--- src/rtl/tdm_fir_pkg.sv ---
// Shared types and constants for the time-multiplexed FIR family: FSM states,
// a constant clog2 helper and the default 15-tap halfband coefficient set.
package tdm_fir_pkg;

  typedef enum logic [1:0] {
    IDLE  = 2'd0,
    MAC   = 2'd1,
    DRAIN = 2'd2,
    OUT   = 2'd3
  } fir_state_e;

  function automatic int clog2(input int n);
    int r;
    r = 0;
    while ((1 << r) < n) r++;
    return r;
  endfunction

  // Unique halfband coefficients, outer tap first, centre tap last (1s17).
  function automatic int default_coef(input int idx);
    case (idx)
      0:       return -174;
      1:       return 0;
      2:       return 1637;
      3:       return 0;
      4:       return -7962;
      5:       return 0;
      6:       return 39267;
      7:       return 65536;
      default: return 0;
    endcase
  endfunction

endpackage

--- src/rtl/tdm_fir_round_sat.sv ---
// Round-half-up, arithmetic shift and width reduction from accumulator to sample.
// Define FIR_SAT_EN to clamp instead of wrapping the result to WIDTH bits.
module tdm_fir_round_sat
  import tdm_fir_pkg::*;
#(
  parameter int ACC_W     = 40,
  parameter int WIDTH     = 18,
  parameter int OUT_SHIFT = 17
) (
  input  logic signed [ACC_W-1:0] acc,
  output logic signed [WIDTH-1:0] y
);

  // One guard bit keeps the rounding add from overflowing at full scale.
  localparam int RW = ACC_W + 1;

  function automatic logic signed [RW-1:0] round_shift(input logic signed [ACC_W-1:0] a);
    logic signed [RW-1:0] half;
    logic signed [RW-1:0] sum;
    half = '0;
    half[OUT_SHIFT-1] = 1'b1;
    sum = RW'(a) + half;
    return sum >>> OUT_SHIFT;
  endfunction

`ifdef FIR_SAT_EN
  function automatic logic signed [WIDTH-1:0] saturate(input logic signed [RW-1:0] r);
    logic signed [RW-1:0] hi;
    logic signed [RW-1:0] lo;
    hi = '0;
    hi[WIDTH-2:0] = '1;
    lo = '1;
    lo[WIDTH-2:0] = '0;
    if (r > hi)      return {1'b0, {(WIDTH-1){1'b1}}};
    else if (r < lo) return {1'b1, {(WIDTH-1){1'b0}}};
    else             return WIDTH'(r);
  endfunction

  always_comb y = saturate(round_shift(acc));
`else
  always_comb y = WIDTH'(round_shift(acc));
`endif

endmodule

--- src/rtl/tdm_sym_fir.sv ---
// Folded symmetric odd-length FIR: one pre-adder and one multiplier shared over
// (LENGTH+1)/2 cycles per sample. Optional output clamping via FIR_SAT_EN.
module tdm_sym_fir
  import tdm_fir_pkg::*;
#(
  parameter int WIDTH     = 18,
  parameter int COEF_W    = 18,
  parameter int LENGTH    = 15,
  parameter int ACC_W     = 40,
  parameter int OUT_SHIFT = 17
) (
  input  logic                                  clk,
  input  logic                                  reset,
  input  logic                                  in_valid,
  output logic                                  in_ready,
  input  logic signed [WIDTH-1:0]               x_in,
  input  logic                                  coef_we,
  input  logic [clog2((LENGTH+1)/2)-1:0]        coef_addr,
  input  logic signed [COEF_W-1:0]              coef_data,
  output logic signed [WIDTH-1:0]               y_out,
  output logic                                  y_valid,
  output logic                                  overrun
);

  localparam int NUNIQ  = (LENGTH + 1) / 2;
  localparam int KW     = clog2(NUNIQ);
  localparam int PRE_W  = WIDTH + 1;
  localparam int PROD_W = PRE_W + COEF_W;

  // Coefficients are stored XOR'd with their defaults so that registers powering
  // up at zero read back as the halfband set without any reset or init logic.
  function automatic logic signed [COEF_W-1:0] dflt(input int idx);
    return (LENGTH == 15) ? COEF_W'(default_coef(idx)) : '0;
  endfunction

  fir_state_e state, state_nx;
  logic [KW-1:0] k;
  logic          drain_cnt;
  logic          accept;

  logic signed [WIDTH-1:0]  x_dl   [LENGTH];
  logic signed [COEF_W-1:0] coef_q [NUNIQ];

  logic signed [WIDTH-1:0]  xa_p0, xb_p0;
  logic signed [COEF_W-1:0] h_p0;
  logic signed [PRE_W-1:0]  pre_p0;
  logic signed [PROD_W-1:0] prod_p0;
  logic                     vld_p0, first_p0;

  logic signed [PROD_W-1:0] prod_p1;
  logic                     vld_p1, first_p1;

  logic signed [ACC_W-1:0]  acc_p2;
  logic signed [WIDTH-1:0]  y_rs;

  always_ff @(posedge clk) begin
    if (reset) state <= IDLE;
    else       state <= state_nx;
  end

  always_comb begin
    state_nx = state;
    case (state)
      IDLE:    if (in_valid) state_nx = MAC;
      MAC:     if (k == KW'(NUNIQ - 1)) state_nx = DRAIN;
      DRAIN:   if (drain_cnt) state_nx = OUT;
      OUT:     state_nx = IDLE;
      default: state_nx = IDLE;
    endcase
  end

  always_comb begin
    in_ready = (state == IDLE);
    y_valid  = (state == OUT);
    vld_p0   = (state == MAC);
    accept   = in_ready && in_valid;
  end

  always_ff @(posedge clk) begin
    if (reset) begin
      k         <= '0;
      drain_cnt <= 1'b0;
      overrun   <= 1'b0;
    end else begin
      k         <= (state == MAC) ? k + KW'(1) : '0;
      drain_cnt <= (state == DRAIN) ? ~drain_cnt : 1'b0;
      if (in_valid && !in_ready) overrun <= 1'b1;
    end
  end

  always_ff @(posedge clk) begin
    if (reset) begin
      for (int i = 0; i < LENGTH; i++) x_dl[i] <= '0;
    end else if (accept) begin
      x_dl[0] <= x_in;
      for (int i = LENGTH - 1; i > 0; i--) x_dl[i] <= x_dl[i-1];
    end
  end

  always_ff @(posedge clk) begin
    for (int i = 0; i < NUNIQ; i++)
      if (coef_we && coef_addr == KW'(i)) coef_q[i] <= coef_data ^ dflt(i);
  end

  // Stage 0: tap select, symmetric pre-add and multiply (centre tap used once)
  always_comb begin
    xa_p0 = '0;
    xb_p0 = '0;
    h_p0  = '0;
    for (int i = 0; i < NUNIQ; i++) begin
      if (k == KW'(i)) begin
        xa_p0 = x_dl[i];
        xb_p0 = x_dl[LENGTH-1-i];
        h_p0  = coef_q[i] ^ dflt(i);
      end
    end
    if (k == KW'(NUNIQ - 1)) pre_p0 = PRE_W'(xa_p0);
    else                     pre_p0 = PRE_W'(xa_p0) + PRE_W'(xb_p0);
    prod_p0  = PROD_W'(pre_p0) * PROD_W'(h_p0);
    first_p0 = (k == '0);
  end

  // Stage 1: registered product
  always_ff @(posedge clk) begin
    if (reset) begin
      prod_p1  <= '0;
      vld_p1   <= 1'b0;
      first_p1 <= 1'b0;
    end else begin
      prod_p1  <= prod_p0;
      vld_p1   <= vld_p0;
      first_p1 <= first_p0;
    end
  end

  // Stage 2: accumulate, first product of a sample loads instead of adding
  always_ff @(posedge clk) begin
    if (reset)       acc_p2 <= '0;
    else if (vld_p1) acc_p2 <= first_p1 ? ACC_W'(prod_p1) : acc_p2 + ACC_W'(prod_p1);
  end

  tdm_fir_round_sat #(
    .ACC_W     (ACC_W),
    .WIDTH     (WIDTH),
    .OUT_SHIFT (OUT_SHIFT)
  ) u_round_sat (
    .acc (acc_p2),
    .y   (y_rs)
  );

  // Output register: loaded on the last drain cycle so it is fresh during OUT
  always_ff @(posedge clk) begin
    if (reset)                            y_out <= '0;
    else if (state == DRAIN && drain_cnt) y_out <= y_rs;
  end

endmodule

--- config.mk ---
export PLATFORM = sky130hd
export DESIGN_NAME = tdm_sym_fir
export DESIGN_NICKNAME = d
export VERILOG_FILES = /design/src/rtl/tdm_fir_pkg.sv /design/src/rtl/tdm_fir_round_sat.sv /design/src/rtl/tdm_sym_fir.sv
export SDC_FILE = /design/constraint.sdc
export NUM_CORES = 2
export LEC_CHECK = 0
export BUFFER_PORTS_ARGS = -buffer_cell sky130_fd_sc_hd__buf_2
export CAP_MARGIN = 20
export CORE_ASPECT_RATIO = 1.1
export CORE_MARGIN = 4
export CORE_UTILIZATION = 50
export CTS_BUF_LIST = sky130_fd_sc_hd__clkbuf_8
export CTS_CLUSTER_DIAMETER = 40
export CTS_CLUSTER_SIZE = 20
export DETAILED_ROUTE_END_ITERATION = 8
export PLACE_DENSITY = 0.66
export SLEW_MARGIN = 20
export SYNTH_ARGS = -nofsm -noshare
export SYNTH_HDL_FRONTEND = slang
export SYNTH_HIERARCHICAL = 1
export SYNTH_SLANG_ARGS = --single-unit
export TNS_END_PERCENT = 20
--- constraint.sdc ---
create_clock -name clk -period 29.8 [get_ports clk]
set_clock_uncertainty 0.05 [all_clocks]
set_input_delay 2.98 -clock clk [delete_from_list [all_inputs] [get_ports clk]]
set_output_delay 2.98 -clock clk [all_outputs]
set_load 0.01 [all_outputs]
# Word-level counts from Yosys, hierarchy flattened
# Memories as Yosys holds them, arrays and structs flattened.
# Cells that the tools add are included.
word_totals:
  wordCells: 198
  mem_bits_rw: 414
  inputBits: 43
  n_memories: 2
  ff_bits: 104
memory_table:
  columns: ["name", "words", "width", "read_ports", "rd_ports_with_merged_regs", "write_ports", "line_no", "rtl"]
  rows:
  - ["x_dl", 15, 18, 15, 0, 15, "tdm_sym_fir.sv:41", "logic signed [WIDTH-1:0] x_dl [LENGTH];"]
  - ["coef_q", 8, 18, 8, 0, 1, "tdm_sym_fir.sv:42", "logic signed [COEF_W-1:0] coef_q [NUNIQ];"]
op_classes:
  bitwise_logic: 34
  mux: 103
  n_mul: 1
  n_reduce_logical: 25
  n_eq_ne: 20
  addsub: 4
ops:
  columns: ["cell", "count"]
  rows:
  - ["two-way mux 18 bit", 62]
  - ["bitwise XOR 18 bit", 16]
  - ["OR reduction 18 bit", 7]
  - ["adder 40 x 37 -> 40 bit", 1]
  - ["two-way mux 40 bit", 1]
  - ["multiplier 19 x 18 -> 37 bit", 1]
  - ["adder 35 x 18 -> 35 bit, second input constant", 1]
  - ["two-way mux 1 bit", 28]
  - ["equality test 3 bit, second input constant", 8]
  - ["two-way mux 3 bit", 7]
  - ["adder 18 x 18 -> 19 bit", 1]
  - ["two-way mux 19 bit", 1]
  - ["OR 1 bit", 15]
  - ["equality test 3 x 2 -> 1 bit, second input constant", 4]
  - ["logical AND 1 bit", 11]
  - ["case mux 2 bit (4 select lines)", 1]
  - ["equality test 3 x 1 -> 1 bit, second input constant", 2]
  - ["logical NOT 3 bit", 2]
  - ["two-way mux 2 bit", 3]
  - ["equality test 2 bit, second input constant", 2]
  - ["inequality test 2 bit, second input constant", 2]
  - ["OR reduction 2 bit", 2]
  - ["adder 3 x 1 -> 3 bit, second input constant", 1]
  - ["NOT 1 bit", 3]
  - ["5 further kinds", 5]

# Depth between registers and ports, before layout
logic_depth:
  ltp_word: 12
  mapped_depth: 50
  depth_no_buf: 45

# By module
# The synthesis kept the hierarchy.
modules_own_cells:
  columns: ["mod", "seq_area_each_um2", "n_inst", "cells_per_inst", "area_per_inst_um2"]
  rows:
  - ["tdm_sym_fir", 14513.9, 1, 3633, 36899.1]
  - ["tdm_fir_round_sat", 0.0, 1, 46, 345.3]

# Worst setup path before layout
# OpenSTA, ideal clock, no wires.
synth_path:
  path_type: "reg2reg"
  start: "register k[2]"
  end: "register prod_p1[36]"
  n_path_buf: 6
  path_stages_with_launch: 49
  arrival_time_ns: 9.783
  slack_ns: 19.840
  t_required_ns: 29.622
  cell_sequence: "dfxtp_1 > buf_2 > inv_1 > ha_1 > clkbuf_1 > clkbuf_1 > clkbuf_1 > clkbuf_1 > nand2_1 > o311ai_0 > o211ai_1 > nand3_1 > o21ai_0 > o21ai_0 > ha_1 > inv_1 > fa_1 > nor2b_1 > [... 13 more ...] > fa_1 > inv_1 > fa_1 > inv_1 > fa_1 > inv_1 > fa_1 > inv_1 > ha_1 > and3_1 > nand3_2 > o32ai_4 > a2111oi_1 > or3_4 > o311a_1 > a21oi_2 > xnor2_1 > nor2_1"
synth_via:
  elab_chain_len: 12
  elab_cells_between_ends: 35
  cone_classes: "add/sub (1); mul (1); eq/ne (7); mux (25); reduce/logical (1)"
synth_lines:
  columns: ["element", "line_no", "rtl"]
  rows:
  - ["start: declaration", "tdm_sym_fir.sv:37", "logic [KW-1:0] k;"]
  - ["start signal: assignment", "tdm_sym_fir.sv:85", "k <= (state == MAC) ? k + KW'(1) : '0;"]
  - ["logical NOT 3 bit", "tdm_sym_fir.sv:111", "if (k == KW'(i)) begin"]
  - ["two-way mux 18 bit (8 in a row)", "tdm_sym_fir.sv:111", null]
  - ["adder 18 x 18 -> 19 bit", "tdm_sym_fir.sv:118", "else pre_p0 = PRE_W'(xa_p0) + PRE_W'(xb_p0);"]
  - ["two-way mux 19 bit", "tdm_sym_fir.sv:117", "if (k == KW'(NUNIQ - 1)) pre_p0 = PRE_W'(xa_p0);"]
  - ["multiplier 19 x 18 -> 37 bit *", "tdm_sym_fir.sv:119", "prod_p0 = PROD_W'(pre_p0) * PROD_W'(h_p0);"]
  - ["end signal: assignment", "tdm_sym_fir.sv:130", "prod_p1 <= prod_p0;"]
  - ["end: declaration", "tdm_sym_fir.sv:50", "logic signed [PROD_W-1:0] prod_p1;"]
# Every way passes the cells marked *; elsewhere a longest branch is shown, timed or not.
# A chain may end at the register's enable or synchronous reset.

# Worst setup path in the final report
layout_path:
  start: "register k[2]"
  end: "register prod_p1[34]"
# The elaborated chain is that of the path after synthesis.

==> impl_metrics.tcl <==
set metrics [dict create \
    status "finished clean" \
    postCtsSetupRepairBufs 0 \
    crit_top_cell "fa_1" \
    ff2ff_path_depth 40 \
    grt_first_pass_wirelength_um 137800 \
    worst_pin_slew_ns 1.196 \
    clock_latency_ns 0.71 \
    drc 0 \
    cts_buffers 75 \
    grt_antenna_before_repair 1 \
    coreArea_um2 71780 \
    ys_warn_count 6 \
    syn_nets 4090 \
    root_buffer "clkbuf_8" \
    synth_area_um2 36240 \
    clkTransAtPathRegs_ns 0.07 \
    io_pins 64 \
    r2r_slack_ns 18.26 \
    crit_slowest_cell "o21ai_1" \
    first_pass_iters 7 \
    place.gp.congestion 0.9231 \
    viasPerCell 5.511 \
    track_usage_pct 22.24 \
    h-tree-depth 3 \
    start_util_pct 50.49 \
    hold_class "reg2reg" \
    synth_cells 3554 \
    dpl.hpwl_um 60100 \
    cp-start-kind "register" \
    area_growth_pct 7.854 \
    drtAntennaViolNets 0 \
    cts_resized 0 \
    crit_family "adder cells" \
    grt_max_degree 271 \
    row_count 103 \
    slew_viol_final 0 \
    final_area_um2 39090 \
    fmax_ghz 0.08662 \
    path_class "reg2reg" \
    vias 25090 \
    io_buffers 63 \
    avgRoutedWirePerCell_um 18.74 \
    die-area_um2 76860 \
    nFillCells 6351 \
    cp.arrival_ns 12.02 \
    fp.dieH_um 290.4 \
    slew_headroom_pct 20.27 \
    multiInputGateArea_um2 19600 \
    placed_area_um2 37410 \
    layout.nets 4079 \
    fin_crit_sh_pct 38.74 \
    post-route-min-period_ns 11.54 \
    final.setup.tns_ns 0 \
    dr.first_iter.drc_count 1901 \
    die_x_um 264.7 \
    cts_tree "done" \
    regArea_um2 14380 \
    crit_required_ns 30.28 \
    dp.cells 4410 \
    r2r-start "k[2]" \
    cap_violations 0 \
    min_from "y_out[5]" \
    holdPathStages 2 \
    clkSinkCount 511 \
    critPathBufInv 6 \
    grt_setup_unrepaired "false" \
    drive_gt1_share_pct 7.684 \
    grt_overflow 0 \
    postLayoutCoreUtil_pct 54.45 \
    final_cells 4553 \
    postSynthAreaPerCell_um2 10.20 \
    wl_um 85340 \
    holdPathEnd "y_out[5]" \
    crit_start "k[2]" \
    cts_buffer_depth 3 \
    critPathMaxFanout 53 \
    slowest_delay_ns 0.83 \
    grt_pass1_vias 25180 \
    ctsHoldBuffers 0 \
    hold_viol_final 0 \
    r2r-end "prod_p1[34]" \
    setup-violations-final 0 \
    endpoint_kind "register" \
]
[final cells by class]
class	count	share of cell area (%)
inverters	423	4.062
repair buffers	109	1.728
clock inverters	61	1.498
clock buffers	78	2.746
diodes	3	0.01921
flip-flops and latches	511	36.79
multi-input cells	2423	50.14
well taps	945	3.025
[worst max-delay path by stage]
stage                        endpoint  slack (ns)  depth (start not counted)
final                     prod_p1[34]       18.26                         40
after global placement    prod_p1[34]       18.52                         40
after CTS                 prod_p1[34]       18.29                         40
after detailed placement  prod_p1[34]       18.33                         40
after floorplan           prod_p1[34]       20.02                         47
after global routing      prod_p1[29]       17.43                         42
[sequential cells by signal (all words and copies together) (netlist names)]
signal and cells:
first_p1 1, state 2, x_dl 270, overrun 1
vld_p1 1, prod_p1 35, y_out 18, acc_p2 35
drain_cnt 1, k 3, coef_q 144
[per-stage QoR]
stage	setup slack [ns]	hold WS [ns]
6_report	18.26	0.3998
5_1_grt	17.43	0.4148
4_1_cts	18.29	0.4030
3_5_place_dp	18.33	0.3951
3_3_place_gp	18.52	0.3918
2_1_floorplan	20.02	0.3832
[worst reg2reg max path: cells and delay by family (launching register included)]
kind	cells	cell delay, ns
DFF	1	0.79
adders and majority gates	9	4.05
AOI/OAI and AO/OA	14	3.71
xor gates and xnor gates	2	0.26
and+or+nand+nor	9	1.66
buffers and inverters	6	0.87
[placed cells by master (no fill, tap or decap), types with 7 or more instances in the layout]
| cell type | instances |
|---|---|
| xor2_1 | 36 |
| o21a_1 | 23 |
| nand4_1 | 8 |
| buf_4 | 46 |
| and2_1 | 288 |
| o21ai_1 | 14 |
| nor3_1 | 22 |
| nor2_1 | 306 |
| a221oi_1 | 45 |
| nor2b_1 | 26 |
| o21ai_0 | 160 |
| xnor2_1 | 52 |
| mux2i_1 | 7 |
| o211ai_1 | 67 |
| nand2b_1 | 23 |
| clkinvlp_4 | 10 |
| nand2_1 | 401 |
| a21o_1 | 41 |
| clkbuf_8 | 78 |
| inv_6 | 13 |
| and3_1 | 10 |
| nand3_1 | 59 |
| a21oi_1 | 118 |
| o311ai_0 | 38 |
| ha_1 | 156 |
| clkinv_1 | 9 |
| inv_1 | 428 |
| buf_2 | 62 |
| fa_1 | 335 |
| dfxtp_1 | 95 |
| o22ai_1 | 9 |
| o21bai_1 | 7 |
| a31oi_1 | 11 |
| a211oi_1 | 53 |
| edfxtp_1 | 414 |
[metal layers]
layer  GRT usage [%]  wire (um)
met5               0          0
met4           7.062       2589
met3           2.955       4603
met2           35.97      39530
met1           31.42      38620
Power is not shown: default switching activity piles up to over one toggle a cycle in this logic, so the estimate is an artifact.
